===== src/rtl/ups_pkg.sv =====
// Shared types and constants for the DAC write-port scheduler and its neighbours.
package ups_pkg;

  typedef enum logic [1:0] {
    SCH_IDLE  = 2'd0,
    SCH_ISSUE = 2'd1,
    SCH_WAIT  = 2'd2
  } sched_state_t;

  localparam int UPS_DA_WORD_W = 16;

  // 16 bits at clk/8 is 128 cycles; the rest covers the CS setup/hold and LDAC phases.
  localparam int UPS_DA_FRAME_CYCLES = 192;

  function automatic logic [UPS_DA_WORD_W-1:0] clamp_code(
    input logic [UPS_DA_WORD_W-1:0] code,
    input logic [UPS_DA_WORD_W-1:0] lo,
    input logic [UPS_DA_WORD_W-1:0] hi
  );
    if (code < lo) return lo;
    if (code > hi) return hi;
    return code;
  endfunction

endpackage


===== src/rtl/ups_rr_arb.sv =====
// Combinational round-robin arbiter: first asserted request at or after ptr, wrapping.
module ups_rr_arb #(
  parameter int N_REQ = 4,
  parameter int IDX_W = $clog2(N_REQ)
) (
  input  logic [N_REQ-1:0] req,
  input  logic [IDX_W-1:0] ptr,
  output logic             gnt_valid,
  output logic [IDX_W-1:0] gnt_idx
);

  // Scan from the farthest offset down so the nearest candidate to ptr wins last.
  always_comb begin
    gnt_valid = 1'b0;
    gnt_idx   = '0;
    for (int k = N_REQ - 1; k >= 0; k--) begin
      int pos;
      pos = int'(ptr) + k;
      if (pos >= N_REQ) pos = pos - N_REQ;
      if (req[pos[IDX_W-1:0]]) begin
        gnt_valid = 1'b1;
        gnt_idx   = pos[IDX_W-1:0];
      end
    end
  end

endmodule


===== src/rtl/ups_da_sched.sv =====
// Round-robin sharing of the single DAC write port, with code clamping and a
// fixed hold-off after every write because the port has no ready handshake.
//
// state     | meaning
// SCH_IDLE  | waiting for any request; grant and latch the clamped code
// SCH_ISSUE | da_dv/ack pulse out, advance ptr, load hold-off counter
// SCH_WAIT  | DAC frame in progress; requests ignored until counter hits 0
module ups_da_sched
  import ups_pkg::*;
#(
  parameter int                         N_REQ          = 4,
  parameter int                         HOLDOFF_CYCLES = UPS_DA_FRAME_CYCLES,
  parameter logic [UPS_DA_WORD_W-1:0]   CODE_MIN       = 16'h0000,
  parameter logic [UPS_DA_WORD_W-1:0]   CODE_MAX       = 16'hFFFF
) (
  input  logic                             clk,
  input  logic                             rst_n,
  input  logic [N_REQ-1:0]                 req,
  input  logic [UPS_DA_WORD_W*N_REQ-1:0]   req_data,
  output logic [N_REQ-1:0]                 ack,
  output logic                             da_dv,
  output logic [UPS_DA_WORD_W-1:0]         da_data,
  output logic                             busy,
  output logic [$clog2(N_REQ)-1:0]         last_src,
  output logic                             clamp_hit
);

  localparam int IDX_W = $clog2(N_REQ);
  localparam int CNT_W = $clog2(HOLDOFF_CYCLES + 1);
  localparam logic [CNT_W-1:0] CNT_LOAD = CNT_W'(HOLDOFF_CYCLES - 1);
  localparam logic [IDX_W-1:0] IDX_LAST = IDX_W'(N_REQ - 1);

  if (N_REQ < 2 || N_REQ > 8) begin : g_bad_nreq
    $error("ups_da_sched: N_REQ must be 2..8");
  end
  if (HOLDOFF_CYCLES < UPS_DA_FRAME_CYCLES) begin : g_bad_holdoff
    $error("ups_da_sched: HOLDOFF_CYCLES shorter than a DAC frame");
  end
  if (CODE_MIN > CODE_MAX) begin : g_bad_window
    $error("ups_da_sched: CODE_MIN above CODE_MAX");
  end

  sched_state_t              state, state_nxt;
  logic [IDX_W-1:0]          ptr;
  logic [CNT_W-1:0]          cnt;
  logic                      gnt_valid;
  logic [IDX_W-1:0]          gnt_idx;
  logic                      grant;
  logic [UPS_DA_WORD_W-1:0]  raw_code;
  logic [UPS_DA_WORD_W-1:0]  clamped;

  ups_rr_arb #(
    .N_REQ (N_REQ),
    .IDX_W (IDX_W)
  ) u_arb (
    .req       (req),
    .ptr       (ptr),
    .gnt_valid (gnt_valid),
    .gnt_idx   (gnt_idx)
  );

  always_comb begin
    raw_code = '0;
    for (int k = 0; k < N_REQ; k++) begin
      if (gnt_idx == IDX_W'(k)) raw_code = req_data[UPS_DA_WORD_W*k +: UPS_DA_WORD_W];
    end
  end

  assign clamped = clamp_code(raw_code, CODE_MIN, CODE_MAX);

  always_comb begin
    state_nxt = state;
    grant     = 1'b0;
    case (state)
      SCH_IDLE: begin
        if (gnt_valid) begin
          grant     = 1'b1;
          state_nxt = SCH_ISSUE;
        end
      end
      SCH_ISSUE: state_nxt = SCH_WAIT;
      SCH_WAIT: begin
        if (cnt == '0) state_nxt = SCH_IDLE;
      end
      default: state_nxt = SCH_IDLE;
    endcase
  end

  always_ff @(posedge clk or negedge rst_n) begin
    if (!rst_n) state <= SCH_IDLE;
    else        state <= state_nxt;
  end

  // Strobes are registered at the grant edge so they land in the SCH_ISSUE cycle.
  always_ff @(posedge clk or negedge rst_n) begin
    if (!rst_n) begin
      ack       <= '0;
      da_dv     <= 1'b0;
      da_data   <= '0;
      last_src  <= '0;
      clamp_hit <= 1'b0;
      ptr       <= '0;
      cnt       <= '0;
    end else begin
      ack       <= '0;
      da_dv     <= grant;
      clamp_hit <= grant && (clamped != raw_code);
      if (grant) begin
        ack[gnt_idx] <= 1'b1;
        da_data      <= clamped;
        last_src     <= gnt_idx;
      end
      if (state == SCH_ISSUE) begin
        ptr <= (last_src == IDX_LAST) ? '0 : last_src + 1'b1;
        cnt <= CNT_LOAD;
      end else if (state == SCH_WAIT && cnt != '0) begin
        cnt <= cnt - 1'b1;
      end
    end
  end

  assign busy = (state != SCH_IDLE);

endmodule


===== config.mk =====
export PLATFORM = sky130hd
export DESIGN_NAME = ups_da_sched
export DESIGN_NICKNAME = d
export VERILOG_FILES = /design/src/rtl/ups_pkg.sv /design/src/rtl/ups_rr_arb.sv /design/src/rtl/ups_da_sched.sv
export SDC_FILE = /design/constraint.sdc
export NUM_CORES = 1
export LEC_CHECK = 0
export CELL_PAD_IN_SITES_DETAIL_PLACEMENT = 1
export CELL_PAD_IN_SITES_GLOBAL_PLACEMENT = 2
export CORE_MARGIN = 2
export CORE_UTILIZATION = 22
export DETAILED_ROUTE_END_ITERATION = 16
export PLACE_DENSITY = 0.72
export SLEW_MARGIN = 20
export SYNTH_ARGS = -nofsm -noshare
export SYNTH_HDL_FRONTEND = slang
export SYNTH_HIERARCHICAL = 1
export SYNTH_SLANG_ARGS = --single-unit

===== constraint.sdc =====
create_clock -name clk -period 2.29 [get_ports clk]
set_clock_uncertainty 0.05 [all_clocks]
set_input_delay 0.458 -clock clk [delete_from_list [all_inputs] [get_ports clk]]
set_output_delay 0.458 -clock clk [all_outputs]
set_load 0.01 [all_outputs]

**After elaboration in Yosys (flattened, before gate mapping)**

Cells that the tools add are included.

- Register bits after elaboration: 36
- Output and inout bits: 25

- $add $sub $neg: 9
- Reduce and logical (&&, ||, !) cells: 10
- $lt $le $gt $ge: 12
- Equal/unequal tests: 9
- Mux-type cells: 42

Operators by type and width:

| operator | number |
|---|---|
| $mux W16 | 8 |
| $mux W2 | 11 |
| $gt A16 B16 Y1 const B | 1 |
| $lt A16 B1 Y1 const B | 1 |
| $mux W8 | 2 |
| $ne A16 B16 Y1 | 1 |
| $lt A2 B3 Y1 const B | 5 |
| $mux W1 | 14 |
| $ge A3 B3 Y1 const B | 3 |
| $bmux W1 S2 | 4 |
| $eq A2 B2 Y1 const B | 4 |
| $logic_not A8 Y1 | 1 |
| $reduce_bool A8 Y1 | 1 |
| $sub A2 B1 Y2 const B | 4 |
| $sub A8 B1 Y8 const B | 1 |
| $add A2 B2 Y3 const B | 2 |
| $pmux W2 S3 | 1 |
| $eq A2 B1 Y1 const B | 2 |
| $logic_not A2 Y1 | 2 |
| $mux W4 | 1 |
| $ne A2 B2 Y1 const B | 2 |
| $reduce_bool A2 Y1 | 2 |
| $add A2 B1 Y3 const B | 1 |
| $ge A2 B3 Y1 const B | 1 |
| other kinds (5) | 7 |

**Depth between registers and ports, before layout**

Gate-level depths: netlist (run 1).

- Depth after elaboration: 21
- Depth in mapped cells: 7
- Mapped depth without buffers: 6

**Hierarchy**

The synthesis (run 1) kept the hierarchy.

Modules (own cells, without submodules):

| module | area each (sq um) | cells each | sequential area each (sq um) | times used |
|---|---|---|---|---|
| ups_da_sched | 1,866.8 | 141 | 875.8 | 1 |
| ups_rr_arb | 77.6 | 13 | 0.0 | 1 |

**Worst setup path after synthesis (run 1)**

No wires, ideal clock.

- Path type: register to register
- Start point: reg ptr[1]
- End point: reg da_data[12]
- Arrival: 1,967 ps
- Period minus slack after synthesis: 2,142 ps
- Path slack: 148 ps
- Buffers on the path: 1
- Stages on the path, launching flop included: 6
- Path through: dfrtp_1 mux2i_1 a211oi_2 clkbuf_1 mux4_2 mux2_2

- Word-level cells in the longest chain between the ends: 19
- Elaborated cells between the ends (all ways): 49
- Classes of those cells: add/sub (7); order compare (6); eq/ne (3); mux (32); reduce/logical (1)

Ends and longest elaborated chain:

| item | line | RTL |
|---|---|---|
| start: declaration | ups_da_sched.sv:44 | `logic [IDX_W-1:0] ptr;` |
| start signal: assignment | ups_da_sched.sv:114 | `ptr <= (last_src == IDX_LAST) ? '0 : last_src + 1'b1;` |
| $add A2 B2 Y3 | ups_rr_arb.sv:18 | `pos = int'(ptr) + k;` |
| $ge A3 B3 Y1 / $sub A2 B1 Y2 (equally long branches) | ups_rr_arb.sv:19 | `if (pos >= N_REQ) pos = pos - N_REQ;` |
| $mux W2 | ups_rr_arb.sv:19 |  |
| $bmux W1 S2 | ups_rr_arb.sv:20 | `if (req[pos[IDX_W-1:0]]) begin` |
| $mux W1 (not written as such) | ups_rr_arb.sv:20 |  |
| $mux W2 (3 in series) | ups_rr_arb.sv:20 |  |
| $mux W2 * | ups_rr_arb.sv:20 |  |
| named net gnt_idx[0] | ups_da_sched.sv:47 | `logic [IDX_W-1:0] gnt_idx;` |
| $logic_not A2 Y1 | ups_da_sched.sv:65 | `if (gnt_idx == IDX_W'(k)) raw_code = req_data[UPS_DA_WORD_W*k +: UPS_DA_WORD_W];` |
| $mux W16 (3 in series) | ups_da_sched.sv:65 |  |
| $mux W16 * | ups_da_sched.sv:65 |  |
| $gt A16 B16 Y1 | ups_pkg.sv:21 | `if (code > hi) return hi;` |
| $mux W1 (2 in series) | ups_pkg.sv:21 |  |
| $mux W16 | ups_pkg.sv:22 | `return code;` |
| $mux W16 * | ups_pkg.sv:21 |  |
| end signal: assignment | ups_da_sched.sv:110 | `da_data <= clamped;` |
| end: declaration | ups_da_sched.sv:22 | `output logic [UPS_DA_WORD_W-1:0] da_data,` |

Mark *: on every way through the listed nets, which the timed path passes. The rest lies on a longest branch. The select of a mux whose other input is x is not followed.
A chain may end at the register's enable or synchronous reset.

**Worst setup path after layout (run 1)**

- Start point: in req[1]
- End point: reg da_data[12]

- Word-level cells in the longest chain between the ends: 16
- Elaborated cells between the ends (all ways): 34
- Classes of those cells: order compare (2); eq/ne (3); mux (28); reduce/logical (1)

Ends and longest elaborated chain:

| item | line | RTL |
|---|---|---|
| start: declaration | ups_da_sched.sv:18 | `input logic [N_REQ-1:0] req,` |
| $bmux W1 S2 | ups_rr_arb.sv:20 |  |
| $mux W1 (not written as such) | ups_rr_arb.sv:20 |  |
| $mux W2 (3 in series) | ups_rr_arb.sv:20 |  |
| $mux W2 * | ups_rr_arb.sv:20 |  |
| named net gnt_idx[0] | ups_da_sched.sv:47 |  |
| $logic_not A2 Y1 | ups_da_sched.sv:65 |  |
| $mux W16 (3 in series) | ups_da_sched.sv:65 |  |
| $mux W16 * | ups_da_sched.sv:65 |  |
| $gt A16 B16 Y1 | ups_pkg.sv:21 |  |
| $mux W1 (2 in series) | ups_pkg.sv:21 |  |
| $mux W16 | ups_pkg.sv:22 |  |
| $mux W16 * | ups_pkg.sv:21 |  |

Marks and branches as above.

==> flow_summary.toml, run 1 <==
[timing]
fmax_ghz = 0.452
rsz0062_at_grt = "false"
setup_viol = 0
post-route-period-util_pct = 96.7
fin_ws_ns = 0.0758
finalHoldViolations = 0
finalCriticalPeriod_ns = 2.21
finalSetupTns_ns = 0
slew_violations = 0

[clock_network]
clock_sinks = 35
clkTransAtPathRegs_ns = 0.08
post_cts_buffers = 0
clockBufferDepth = 2
cts_made_buffers = 5
cts_tree = "yes"
cts.htree.levels = 2
cts_root_buf = "clkbuf_8"
worstSkewPairLatency_ns = 0.29

[worst_hold_path]
hp-class = "register to register"

[setup_path]
crit_path_cell_trace = "clkdlybuf4s50_1 -> a21oi_1 -> a211oi_4 -> clkbuf_16 -> mux4_2 -> mux2_2"
start_kind = "primary input"
crit_arrival_ns = 2.34
rrSetupSlack_ns = 0.13
slowest_delay_ns = 0.50
end_kind = "register"
required_ns = 2.42
path_class = "primary input to register"
cpMaxStageDelayCell = "clkdlybuf4s50_1"
critPathMaxFanout = 8

[logic_synthesis]
syn_nets = 227
async_flop_share_pct = 100
synth_edf_count = 0
ys_warn_count = 6
seq_area_frac_synth_pct = 45.0
synth.distinct_cells = 39
synth_area_um2 = 1940
ys_ff_latch = 35
synth_cells = 154
synth_top_flop_cell = "dfrtp_1"
syn_area_per_cell_um2 = 12.6

[drt]
wirelength_um = 5980
drc = 0
wire_per_inst_um = 16.2
viasPerCell = 4.56
drtIter0Drc = 29
vias = 1686
antenna_left = 0
firstDrtPassIters = 4

[finish]
nNetsFinal = 334
drive_above_1_share_pct = 24.8
area_growth_pct = 67.8
n_antenna_cell = 0
fin_util_pct = 37.8
final_area_um2 = 3260

[die]
rows = 34
dieArea_um2 = 9610
die_w_um = 98.0
start_util_pct = 22.5
die_y_um = 98.0
coreArea_um2 = 8640
ios = 95

[place]
hpwl_um = 4520
gp_congestion = 0.730
pre_cts_ws_ns = -0.299
dpl_cell_area_um2 = 3110
numPortBuffers = 93

[power]
leakage_nw = 1.31
powerDensity_nw_per_um2 = 1100
peakVddDrop_uv = 562
total_power_w = 0.00359

[grt]
grt_pass1_wl_um = 10000
gr-total-overflow = 0
grt_pass1_vias = 1925
grt_max_degree = 20
antenna_found_initial = 0
grt.total_usage_pct = 13.1

[outcome]
run_status = "completed"

[flow_run]
cap_violations = 0
## critical path, delay by kind of cell
family	cells	cell delay (ns)
buffers and inverters	2	0.74
multiplexers	2	0.76
AO/OA/AOI/OAI	2	0.38
## logic make-up (layout without fill, tap and decap cells)
family | count (synthesis) | after routing | synth area share [%]
AND/OR/NAND/NOR | 41 | 41 | 10.6
adder cells (fa/ha/maj) | 3 | 3 | 1.93
multiplexers | 35 | 35 | 29.5
AO/OA/AOI/OAI | 23 | 23 | 9.07
flip-flops | 35 | 35 | 45.0
buffers and inverters | 16 | 124 | 3.67
other | 1 | 1 | 0.193
## cell usage after synthesis (all sizes together) (3+ instances only)
library cell / instances / share of area, %
mux4: 16 / 19
mux2: 18 / 10
ha: 3 / 1.9
o21ai: 5 / 1.3
dfrtp: 35 / 45
nand2: 9 / 1.7
nor2: 14 / 2.7
inv: 6 / 1.2
buf: 5 / 1.5
clkbuf: 5 / 0.97
nand2b: 4 / 1.3
## registers in the layout, summed over array words and instances, names as in the netlist
signal,cells
da_dv,1
state,2
da_data,16
last_src,2
ptr,2
ack,4
cnt,8
## where the power goes
part	switching (W)	total, W	internal [W]
Clock	0.000247	0.000572	0.000324
Combinational	0.000799	0.00198	0.00118
Sequential	0.000164	0.00104	0.000871
## layout make-up
type	count	area, um^2
multi-input combinational	103	1010
clock buffer	5	68.8
sequential	35	876
fill	949	5370
timing repair buffer	110	1100
tap	108	135
inverter	6	22.5
clock inverter	3	43.8
## final timing paths
kind / from / to / depth (start not counted)
max in group asynchronous: rst_n / cnt[1] / 3
min in group asynchronous: rst_n / cnt[2] / 2
max: req[1] / da_data[12] / 6
min reg2reg: da_data[5] / da_data[5] / 1
max reg2reg: ptr[1] / da_data[12] / 5
min: da_data[5] / da_data[5] / 1
## placed cells by master, fill, tap and decap left out, types with 2 or more instances in the layout
master	netlist	routed
a21oi_1	2	2
and3_1	2	2
buf_12	0	2
buf_4	2	13
clkbuf_8	0	5
clkdlybuf4s50_1	0	90
dfrtp_1	35	35
dlymetal6s2s_1	0	2
ha_1	3	3
inv_1	6	6
mux2_2	18	18
mux4_2	16	16
nand2_1	9	9
nand2b_1	4	4
nor2_1	14	12
nor2_2	0	2
nor4_1	2	2
o21ai_0	4	4
o221ai_1	2	2
o311ai_0	2	2
o31ai_1	2	2
o41ai_1	2	2
or3_1	2	2
## metal layers
layer / vias up / share of wire [%] / track usage (%)
met1: 841 / 45 / 16.8
met5: - / 0 / 0
li1: 789 / - / -
met4: 0 / 1.3 / 3.42
met3: 7 / 5.1 / 3.44
met2: 49 / 48 / 22.1
## through the flow
| stage | cells | hold WS, ns |
|---|---|---|
| 2_1_floorplan | 154 | 0.112 |
| 3_3_place_gp | 360 | 0.293 |
| 3_5_place_dp | 360 | 0.307 |
| 4_1_cts | 369 | 0.464 |
| 5_1_grt | 370 | 0.490 |
| 6_report | 370 | 0.460 |
## timing repair
action | in CTS | in global routing
hold buffers | 1 | 0
hold endpoints to repair | 9 | 0
resized for setup | 0 | 3
setup endpoints to repair | 0 | 15
No activity file was read; power rests on OpenSTA's default activity.
==> inputs of run 2 (changes only) <==
PLACE_DENSITY = unset   (was 0.72)
PLACE_DENSITY_LB_ADDON = 0.1   (was unset)
==> run 2 against run 1 <==
Compared with the run above: worst setup slack better by 0.027 ns; non-clock buffer count down 1; sequential cell count did not move; worst hold slack worse by 0.00076 ns; largest cell class unchanged; critical endpoint is now da_data[4]; die area stayed put.
==> flow_summary.toml, run 2 (synthesis gave the netlist of run 1 again) <==
[finish]
fin_util_pct = 37.5
final_cell_mix = "clkdlybuf4s50_1, dfrtp_1, mux2_2, mux4_2"
regMostFlops = "da_data"
largest_reg_flops = 16
drive_above_1_share_pct = 24.5
largestRegisters = "da_data (16), cnt (8), ack (4)"
n_antenna_cell = 0
area_growth_pct = 66.7
final_area_um2 = 3240
final_common_cell = "clkdlybuf4s50_1"
nNetsFinal = 333

[clock_network]
clock_sinks = 35
worstSkewPairLatency_ns = 0.28
clkTransAtPathRegs_ns = 0.07
postCtsHoldBufs = 0
cts.htree.levels = 2
clockBufferDepth = 2
cts_tree = "yes"
cts_root_buf = "clkbuf_8"
cts_made_buffers = 5

[grt]
gr-total-overflow = 0
grt.total_usage_pct = 13.4
antenna_found_initial = 0
grt_max_degree = 36
grt_pass1_vias = 1846
grt_pass1_wl_um = 10100

[setup_path]
crit_path_cell_trace = "clkdlybuf4s50_1 -> a211oi_4 -> buf_6 -> buf_12 -> mux4_2 -> mux2_2"
start_kind = "primary input"
crit_arrival_ns = 2.30
required_ns = 2.40
critPathMaxFanout = 5
critPathBufInv = 3
slowest_delay_ns = 0.50
cpMaxStageDelayCell = "mux4_2"
path_delay_family = "buffers and inverters"
end_kind = "register"
path_class = "primary input to register"

[power]
p_clk_share_pct = 14.2
p_int_w = 0.00233
leakage_nw = 1.28
pwr-share-seq_pct = 29.3
peakVddDrop_uv = 536
switching_share_pct = 33.6
powerDensity_nw_per_um2 = 1090
power_switching_w = 0.00118
combPwrFrac_pct = 56.5

[timing]
rsz0062_at_grt = "false"
post-route-period-util_pct = 95.5
slew_violations = 0
setup_viol = 0
finalCriticalPeriod_ns = 2.19
fmax_ghz = 0.457
finalHoldViolations = 0

[outcome]
run_status = "completed"

[place]
numPortBuffers = 93
dpl_cell_area_um2 = 3110
gp_congestion = 0.716
hpwl_um = 4480

[die]
start_util_pct = 22.5
dieArea_um2 = 9610
rows = 34
die_w_um = 98.0
coreArea_um2 = 8640
die_y_um = 98.0
ios = 95

[drt]
wire_per_inst_um = 16.6
viasPerCell = 4.55
vias = 1678
drc = 0
firstDrtPassIters = 4
antenna_left = 0
wirelength_um = 6120
drtIter0Drc = 27

[worst_hold_path]
hp-class = "register to register"

[flow_run]
cap_violations = 0
==> run 2: cell count changes in the layout (fill, tap and decap cells not counted), sizes merged <==
| cell | change |
|---|---|
| dlygate4sd2 | +3 |
| clkinv | -2 |
| dlygate4sd3 | -1 |
| dlymetal6s2s | -2 |
| clkbuf | +2 |
| bufinv | -1 |
==> run 2: final timing paths <==
path | endpoint | from | slack [ns] | cells past startpoint
hold / removal | da_data[12] | da_data[12] | 0.46 | 1
min in group asynchronous | da_data[7] | rst_n | 0.54 | 2
setup / recovery | da_data[4] | req[0] | 0.10 | 6
setup reg to reg | da_data[4] | ptr[1] | 0.11 | 6
max in group asynchronous | ptr[1] | rst_n | 1.28 | 2
hold reg to reg | da_data[12] | da_data[12] | 0.46 | 1
==> run 2: layout make-up <==
class / count / area, um^2
clock buffer: 8 / 100
fill: 962 / 5400
inverter: 6 / 22.5
multi-input combinational: 103 / 1020
sequential: 35 / 877
tap: 108 / 135
timing repair buffer: 109 / 1090
==> run 2: worst reg2reg max path, stage by stage (launching register included) <==
cell and delay, ns:
dfrtp_2 0.44, mux2i_2 0.17, a211oi_4 0.28, buf_6 0.19, buf_12 0.14, mux4_2 0.50, mux2_2 0.28
==> run 2: per-layer routing <==
metal,share of wire [%],track usage (%),routed length (um)
met2,48,22.6,2930
met5,0,0,0
met3,5.9,3.44,363
met4,0.64,2.88,39
met1,45,17.5,2780
==> run 2: power by group through the flow <==
stage               registers, W  clock network [W]  logic [W]
floorplan                0.00111                  0   0.000948
global placement         0.00104                  0    0.00195
detailed placement       0.00104                  0    0.00196
CTS                      0.00104           0.000525    0.00212
global route             0.00107           0.000552    0.00217
finish                   0.00103           0.000500    0.00199
==> run 2: timing repair <==
| action | 4_1_cts | 5_1_grt |
|---|---|---|
| setup buffers | 2 | 1 |
| pin swaps | 1 | 1 |
| setup endpoints to repair | 1 | 10 |
| cloned | 2 | 0 |
| resized for setup | 5 | 2 |
==> run 2: per-stage QoR <==
stage               TNS [ns]  total power [W]  std cells  hold WS (ns)  setup slack, ns
finish                     0          0.00352        369         0.460            0.103
global route               0          0.00379        369         0.485           0.0153
CTS                        0          0.00368        370         0.465           0.0192
detailed placement     -4.41          0.00301        358         0.448           -0.319
global placement       -4.11          0.00299        358         0.440           -0.293
floorplan                  0          0.00206        154         0.112            0.148
